### src/rtl/cu_pkg.sv
// cu_pkg -- shared definitions for the scpu control-unit sequencer.
//   * FSM state encodings (4-bit constants)
//   * opcode constants and the instruction-byte layout
//   * small decode helpers (operand count, legality)
package cu_pkg;

    // Sequencer states
    localparam logic [3:0] ST_RST    = 4'd0;
    localparam logic [3:0] ST_FETCH  = 4'd1;
    localparam logic [3:0] ST_DECODE = 4'd2;
    localparam logic [3:0] ST_OPND   = 4'd3;
    localparam logic [3:0] ST_EXEC   = 4'd4;
    localparam logic [3:0] ST_MEMRD  = 4'd5;
    localparam logic [3:0] ST_WB     = 4'd6;
    localparam logic [3:0] ST_PAUSE  = 4'd7;
    localparam logic [3:0] ST_HALT   = 4'd8;

    // Opcodes (instruction bits [7:4])
    localparam logic [3:0] OP_NOP = 4'h0;
    localparam logic [3:0] OP_MOV = 4'h1;
    localparam logic [3:0] OP_LDI = 4'h2;
    localparam logic [3:0] OP_LD  = 4'h9;
    localparam logic [3:0] OP_ST  = 4'hA;
    localparam logic [3:0] OP_JMP = 4'hC;
    localparam logic [3:0] OP_HLT = 4'hF;

    // Instruction byte: [7:4] opcode, [3:2] rd, [1:0] rs
    typedef struct packed {
        logic [3:0] opcode;
        logic [1:0] rd;
        logic [1:0] rs;
    } instr_t;

    // Number of operand bytes following the instruction byte
    function automatic logic [1:0] opnd_count(input logic [3:0] op);
        case (op)
            OP_LDI:              opnd_count = 2'd1;
            OP_LD, OP_ST, OP_JMP: opnd_count = 2'd2;
            default:             opnd_count = 2'd0;
        endcase
    endfunction

    function automatic logic op_legal(input logic [3:0] op);
        case (op)
            OP_NOP, OP_MOV, OP_LDI, OP_LD, OP_ST, OP_JMP, OP_HLT: op_legal = 1'b1;
            default:                                              op_legal = 1'b0;
        endcase
    endfunction

endpackage

### src/rtl/cu_mem_rd.sv
// cu_mem_rd -- memory read sequencer shared by instruction fetch, operand
// fetch and data load.
//   clk, rst_n : clock, synchronous active-low reset
//   start      : held high by the owner for the whole read; the read strobes
//                follow it
//   rdata      : memory read data
//   done       : high on the sample cycle (the MEM_LAT+1'th cycle of start)
//   q          : data captured on the done cycle, held until the next done
// Handshake: the owner raises start and keeps it high until it sees done;
// done lasts one cycle and the counter rearms, so a back-to-back read simply
// keeps start high.
module cu_mem_rd #(
    parameter int DATA_W  = 8,
    parameter int MEM_LAT = 1
) (
    input  logic              clk,
    input  logic              rst_n,
    input  logic              start,
    input  logic [DATA_W-1:0] rdata,
    output logic              done,
    output logic [DATA_W-1:0] q
);

    localparam int CW = (MEM_LAT < 1) ? 1 : $clog2(MEM_LAT + 1);

    logic [CW-1:0] cnt;

    assign done = start && (cnt == CW'(MEM_LAT));

    always_ff @(posedge clk) begin
        if (!rst_n) begin
            cnt <= '0;
            q   <= '0;
        end else begin
            if (!start || done) cnt <= '0;
            else                cnt <= cnt + 1'b1;
            if (done)           q   <= rdata;
        end
    end

endmodule

### src/rtl/cu_sequencer.sv
// cu_sequencer -- multi-cycle control unit for the scpu core.
// Fetches an instruction byte through the PC, decodes it, fetches 0-2 operand
// bytes and drives register-file, memory and PC strobes to execute it.
// Optional feature: define CU_STEP_EN to add a PAUSE state after every
// instruction, left on a cycle where step=1.
// Ports:
//   clk, rst_n            clock, synchronous active-low reset
//   step                  single-step advance (CU_STEP_EN builds only)
//   data_bus_in/out       memory read / write data
//   addr_bus              memory address
//   mem_ce/r/w/oe/rst     memory strobes
//   pc_q, pc_wdata        current PC, jump target
//   pc_w/r/inc/rst        PC strobes
//   regs_raddr/waddr      register addresses
//   regs_rdata/wdata/we   register read data (combinational), write port
//   halted, illegal       sticky status
// Every output is forced to 0 while rst_n is low, so an instruction that is
// interrupted by reset issues no further writes.
module cu_sequencer
    import cu_pkg::*;
#(
    parameter int DATA_W  = 8,
    parameter int ADDR_W  = 16,
    parameter int NREGS   = 4,
    parameter int MEM_LAT = 1
) (
    input  logic                     clk,
    input  logic                     rst_n,
    input  logic                     step,
    input  logic [DATA_W-1:0]        data_bus_in,
    output logic [DATA_W-1:0]        data_bus_out,
    output logic [ADDR_W-1:0]        addr_bus,
    output logic                     mem_ce,
    output logic                     mem_r,
    output logic                     mem_w,
    output logic                     mem_oe,
    output logic                     mem_rst,
    input  logic [ADDR_W-1:0]        pc_q,
    output logic [ADDR_W-1:0]        pc_wdata,
    output logic                     pc_w,
    output logic                     pc_r,
    output logic                     pc_inc,
    output logic                     pc_rst,
    output logic [$clog2(NREGS)-1:0] regs_raddr,
    output logic [$clog2(NREGS)-1:0] regs_waddr,
    input  logic [DATA_W-1:0]        regs_rdata,
    output logic [DATA_W-1:0]        regs_wdata,
    output logic                     regs_we,
    output logic                     halted,
    output logic                     illegal
);

    localparam int RW = $clog2(NREGS);

`ifdef CU_STEP_EN
    localparam logic [3:0] ST_END = ST_PAUSE;
`else
    localparam logic [3:0] ST_END = ST_FETCH;
`endif

    logic [3:0]        state, state_nxt;
    instr_t            ir;
    instr_t            dec;
    logic [DATA_W-1:0] opnd_hi, opnd_lo;
    logic [1:0]        opnd_left;
    logic              illegal_q;
    logic [RW-1:0]     rd_a, rs_a;
    logic [ADDR_W-1:0] opnd_addr;

    logic              rd_start, rd_done;
    logic [DATA_W-1:0] rd_q;

    logic unused_step;
    assign unused_step = step;

    // The freshly fetched byte is decoded straight from the read capture
    // register; ir keeps it for the remaining states.
    assign dec       = instr_t'(rd_q[7:0]);
    assign rd_a      = RW'(ir.rd);
    assign rs_a      = RW'(ir.rs);
    // {hi,lo} truncated or zero-extended to the address width
    assign opnd_addr = ADDR_W'({opnd_hi, opnd_lo});

    assign rd_start = rst_n && (state == ST_FETCH || state == ST_OPND || state == ST_MEMRD);

    cu_mem_rd #(
        .DATA_W (DATA_W),
        .MEM_LAT(MEM_LAT)
    ) u_mem_rd (
        .clk  (clk),
        .rst_n(rst_n),
        .start(rd_start),
        .rdata(data_bus_in),
        .done (rd_done),
        .q    (rd_q)
    );

    // Next state
    always_comb begin
        state_nxt = state;
        case (state)
            ST_RST:   state_nxt = ST_FETCH;
            ST_FETCH: if (rd_done) state_nxt = ST_DECODE;
            ST_DECODE: begin
                case (dec.opcode)
                    OP_NOP:                       state_nxt = ST_END;
                    OP_MOV:                       state_nxt = ST_EXEC;
                    OP_LDI, OP_LD, OP_ST, OP_JMP: state_nxt = ST_OPND;
                    default:                      state_nxt = ST_HALT;
                endcase
            end
            // LD goes from its last operand straight to the data read.
            ST_OPND:
                if (rd_done && opnd_left == 2'd1)
                    state_nxt = (ir.opcode == OP_LD) ? ST_MEMRD : ST_EXEC;
            ST_EXEC:  state_nxt = ST_END;
            ST_MEMRD: if (rd_done) state_nxt = ST_WB;
            ST_WB:    state_nxt = ST_END;
`ifdef CU_STEP_EN
            ST_PAUSE: if (step) state_nxt = ST_FETCH;
`endif
            ST_HALT:  state_nxt = ST_HALT;
            default:  state_nxt = ST_RST;
        endcase
    end

    // State and datapath registers
    always_ff @(posedge clk) begin
        if (!rst_n) begin
            state     <= ST_RST;
            ir        <= '0;
            opnd_hi   <= '0;
            opnd_lo   <= '0;
            opnd_left <= '0;
            illegal_q <= 1'b0;
        end else begin
            state <= state_nxt;
            case (state)
                ST_DECODE: begin
                    ir        <= dec;
                    opnd_left <= opnd_count(dec.opcode);
                    opnd_hi   <= '0;
                    opnd_lo   <= '0;
                    if (!op_legal(dec.opcode)) illegal_q <= 1'b1;
                end
                // Operand bytes shift in: hi arrives first, lo second; a
                // single LDI immediate lands in opnd_lo.
                ST_OPND: begin
                    if (rd_done) begin
                        opnd_hi   <= opnd_lo;
                        opnd_lo   <= data_bus_in;
                        opnd_left <= opnd_left - 2'd1;
                    end
                end
                default: ;
            endcase
        end
    end

    // Output decode
    always_comb begin
        data_bus_out = '0;
        addr_bus     = '0;
        mem_ce       = 1'b0;
        mem_r        = 1'b0;
        mem_w        = 1'b0;
        mem_oe       = 1'b0;
        mem_rst      = 1'b0;
        pc_wdata     = '0;
        pc_w         = 1'b0;
        pc_r         = 1'b0;
        pc_inc       = 1'b0;
        pc_rst       = 1'b0;
        regs_raddr   = '0;
        regs_waddr   = '0;
        regs_wdata   = '0;
        regs_we      = 1'b0;
        halted       = 1'b0;
        illegal      = 1'b0;
        if (rst_n) begin
            halted  = (state == ST_HALT);
            illegal = illegal_q;
            case (state)
                ST_RST: begin
                    pc_rst  = 1'b1;
                    mem_rst = 1'b1;
                end
                ST_FETCH, ST_OPND: begin
                    mem_ce   = 1'b1;
                    mem_r    = 1'b1;
                    mem_oe   = 1'b1;
                    addr_bus = pc_q;
                    pc_r     = 1'b1;
                    pc_inc   = rd_done;
                end
                ST_MEMRD: begin
                    mem_ce   = 1'b1;
                    mem_r    = 1'b1;
                    mem_oe   = 1'b1;
                    addr_bus = opnd_addr;
                end
                ST_EXEC: begin
                    case (ir.opcode)
                        OP_MOV: begin
                            regs_raddr = rs_a;
                            regs_waddr = rd_a;
                            regs_wdata = regs_rdata;
                            regs_we    = 1'b1;
                        end
                        OP_LDI: begin
                            regs_waddr = rd_a;
                            regs_wdata = opnd_lo;
                            regs_we    = 1'b1;
                        end
                        OP_ST: begin
                            regs_raddr   = rd_a;
                            addr_bus     = opnd_addr;
                            data_bus_out = regs_rdata;
                            mem_ce       = 1'b1;
                            mem_w        = 1'b1;
                        end
                        OP_JMP: begin
                            pc_wdata = opnd_addr;
                            pc_w     = 1'b1;
                        end
                        default: ;
                    endcase
                end
                ST_WB: begin
                    regs_waddr = rd_a;
                    regs_wdata = rd_q;
                    regs_we    = 1'b1;
                end
                default: ;
            endcase
        end
    end

endmodule

### config.mk
export PLATFORM = sky130hd
export DESIGN_NAME = cu_sequencer
export DESIGN_NICKNAME = d
export VERILOG_FILES = /design/src/rtl/cu_pkg.sv /design/src/rtl/cu_mem_rd.sv /design/src/rtl/cu_sequencer.sv
export SDC_FILE = /design/constraint.sdc
export NUM_CORES = 1
export LEC_CHECK = 0
export BUFFER_PORTS_ARGS = -buffer_cell sky130_fd_sc_hd__buf_2
export CAP_MARGIN = 20
export CORE_MARGIN = 10
export CORE_UTILIZATION = 51
export CTS_BUF_LIST = sky130_fd_sc_hd__clkbuf_4 sky130_fd_sc_hd__clkbuf_8
export CTS_CLUSTER_DIAMETER = 30
export DETAILED_ROUTE_END_ITERATION = 12
export GPL_TIMING_DRIVEN = 0
export PLACE_DENSITY = 0.85
export SYNTH_ARGS = -nofsm -noshare
export SYNTH_HDL_FRONTEND = slang
export SYNTH_SLANG_ARGS = --single-unit
export TNS_END_PERCENT = 10
### constraint.sdc
create_clock -name clk -period 2.05 [get_ports clk]
set_clock_uncertainty 0.15 [all_clocks]
set_input_delay 0.3075 -clock clk [delete_from_list [all_inputs] [get_ports clk]]
set_output_delay 0.3075 -clock clk [all_outputs]
set_load 0.02 [all_outputs]
==> flow_summary.yaml <==
clock_network:
  cts.sinks: 40
  cts_tree: "built"
  path_clk_slew_ns: 0.09
  h-tree-depth: 2
  clk_path_buf_depth: 2
  hold_buffers: 0
  clockRootBuffer: "clkbuf_8"
  clkLatencyLatePin_ns: 0.30
  numCtsBuffers: 5
finish:
  drive_gt1_frac: 0.401
  final_cell_mix: "nand2_1, buf_2, buf_6, dfxtp_1"
  synthToLayoutAreaGrowth_pct: 46.9
  final_common_cell: "nand2_1"
  fillerInstances: 314
  n_antenna_cell: 0
  layout.nets: 494
synth:
  netlist.top_cell.by_area: "dfxtp_1"
  synth_edf_count: 0
  ys_seq_area_frac: 0.318
  yosysWarnings: 0
  avgSynthCellArea_um2: 7.36
  synth_cells: 342
  synth_top_cell_area_share: 0.318
  netlist_area_mm2: 0.00252
  ys_ff_latch: 40
  yosys-top-cells-area: "dfxtp_1, nand2_1, and2_1"
  synthArstFlopShare: 0
  ys.flop_type: "dfxtp_1"
  syn_nets: 378
  ys_types: 52
critical_path:
  criticalPathCategory: "reg2out"
  r2r_end: "opnd_left[0]"
  reg2regPathDepth: 6
  cp-start-kind: "flip-flop"
  cp.required_ns: 1.59
  cp.arrival_ns: 2.01
  r2r_start: "state[0]"
  cp_max_fo: 5
  ff2ff_setup_slack_ns: 0.07
  end_kind: "output port"
route:
  drc_errors: 0
  routedWlPerCell_um: 19.8
  vias_per_cell: 6.03
  vias: 3171
  drt_wl_total_um: 10400
  drt_pass1_iterations: 9
  antenna_left: 0
  drtIter0Drc: 471
power:
  ir_drop_v: 0.000417
  p_sw_w: 0.000529
  power_frac_clock: 0.363
  p_int_w: 0.00129
  seq_power_share: 0.444
  power.density_mw_per_mm2: 492
  combPwrFrac: 0.193
  swShare: 0.290
  leakage_nw: 1.59
sta:
  hold_violations: 0
  slew_viol_final: 0
  tightestPinTransition_ns: 0.523
  fin_setup_tns_ns: -15.18
  rsz0062_at_grt: "true"
  period_share: 1.20
  setup_viol: 56
  setup_slack_ns: -0.413
  fmax_mhz: 406
  maxSlewHeadroom: 0.646
  post-route-min-period_ns: 2.46
worst_hold_path:
  min_path_type: "in2reg"
  whs_endpoint: "u_mem_rd.q[3]"
  hold_start: "data_bus_in[3]"
  whs_path_depth: 3
floorplan:
  die_h_um: 90.3
  core-area_mm2: 0.00475
  boundaryPins: 99
  die_x_um: 90.3
  fp.dieArea_mm2: 0.00815
  rows: 25
  initial_core_util: 0.530
global_route:
  antenna_found_initial: 0
  track_usage: 0.227
  grt_pass1_wl_um: 15400
  grt_pass1_vias: 2982
  grt_max_degree: 15
  grt_remaining_overflow: 0
placement:
  gp_congestion: 0.927
  dpl.hpwl_um: 6800
  place_ws_ns: -0.407
  io_buffers: 97
status:
  status: "finished with violations"
  violations: "setup timing"
run:
  drv_cap: 0
## cell usage after synthesis, drive strengths merged (7+ instances only)
cell / count
a21oi: 33
a22o: 10
a22oi: 21
and2: 30
buf: 15
clkbuf: 12
dfxtp: 40
nand2: 60
nand2b: 8
nand3: 8
nor2: 34
nor2b: 7
o21ai: 16
## worst max-delay path, stage by stage (launching register included)
cell and delay [ns]:
dfxtp_2 0.34, nand2b_4 0.15, or3_4 0.40, nor4_4 0.23
buf_4 0.20, buf_6 0.13, and2_4 0.15, buf_6 0.11
## how the worst max path moves through the flow
stage | start | to | slack (ns) | cells after the start
6_report | state[3] | pc_wdata[8] | -0.41 | 7
5_1_grt | state[3] | pc_wdata[8] | -0.46 | 7
4_1_cts | state[0] | pc_wdata[6] | -0.34 | 6
3_5_place_dp | state[0] | addr_bus[13] | -0.41 | 6
3_3_place_gp | state[0] | addr_bus[13] | -0.37 | 6
2_1_floorplan | state[0] | data_bus_out[0] | -0.03 | 5
## area by class of cell
type	count	area [um^2]	area share
buffer	27	180	0.0487
inverter	4	15.0	0.00406
sequential	40	815	0.220
tap	67	83.8	0.0227
multi-input combinational	271	1680	0.454
timing repair buffer	109	810	0.219
clock buffer	5	68.8	0.0186
clock inverter	3	47.5	0.0128
## power groups by stage
stage | Clock [W] | Combinational [W] | Sequential (W)
3_5_place_dp | 0 | 0.000298 | 0.000830
6_report | 0.000662 | 0.000351 | 0.000809
2_1_floorplan | 0 | 0.000196 | 0.000822
5_1_grt | 0.000696 | 0.000378 | 0.000811
3_3_place_gp | 0 | 0.000293 | 0.000829
4_1_cts | 0.000662 | 0.000328 | 0.000807
## sequential cells by signal, summed over array words and instances (netlist names), 2 cells and up
register / cells
ir: 4
opnd_hi: 8
opnd_left: 2
opnd_lo: 8
rd_a: 2
rs_a: 2
state: 4
u_mem_rd.q: 8
## cells by family after synthesis
family | Yosys count | share of synthesized area
compound gates | 95 | 0.250
xor+xnor | 1 | 0.00348
fa+ha+maj | 1 | 0.00497
buf+inv | 31 | 0.0576
flops | 40 | 0.318
mux | 1 | 0.00447
simple gates | 173 | 0.362
## through the flow
step / util / cell area (um^2) / power (W) / cells / hold WS [ns]
floorplan: - / 2520 / 0.00102 / 342 / 0.266
global placement: 0.650 / 3090 / 0.00112 / 506 / 0.300
detailed placement: 0.650 / 3090 / 0.00113 / 506 / 0.306
CTS: 0.758 / 3600 / 0.00180 / 523 / 0.0659
global route: 0.778 / 3700 / 0.00189 / 526 / 0.0780
finish: 0.778 / 3700 / 0.00182 / 526 / 0.0629
## metal layers
layer	vias to the layer above	routed length (um)	global-route usage
li1	1437	-	-
met1	1494	4030	0.261
met2	198	5030	0.390
met3	42	955	0.0632
met4	0	432	0.0849
met5	-	0	0
## what timing repair did
action,4_1_cts,5_1_grt
cloned,1,0
setup endpoints to repair,58,67
buffers inserted,8,3
gates resized for setup,112,31
pin swaps,12,10
(Power assumes the default switching activity.)
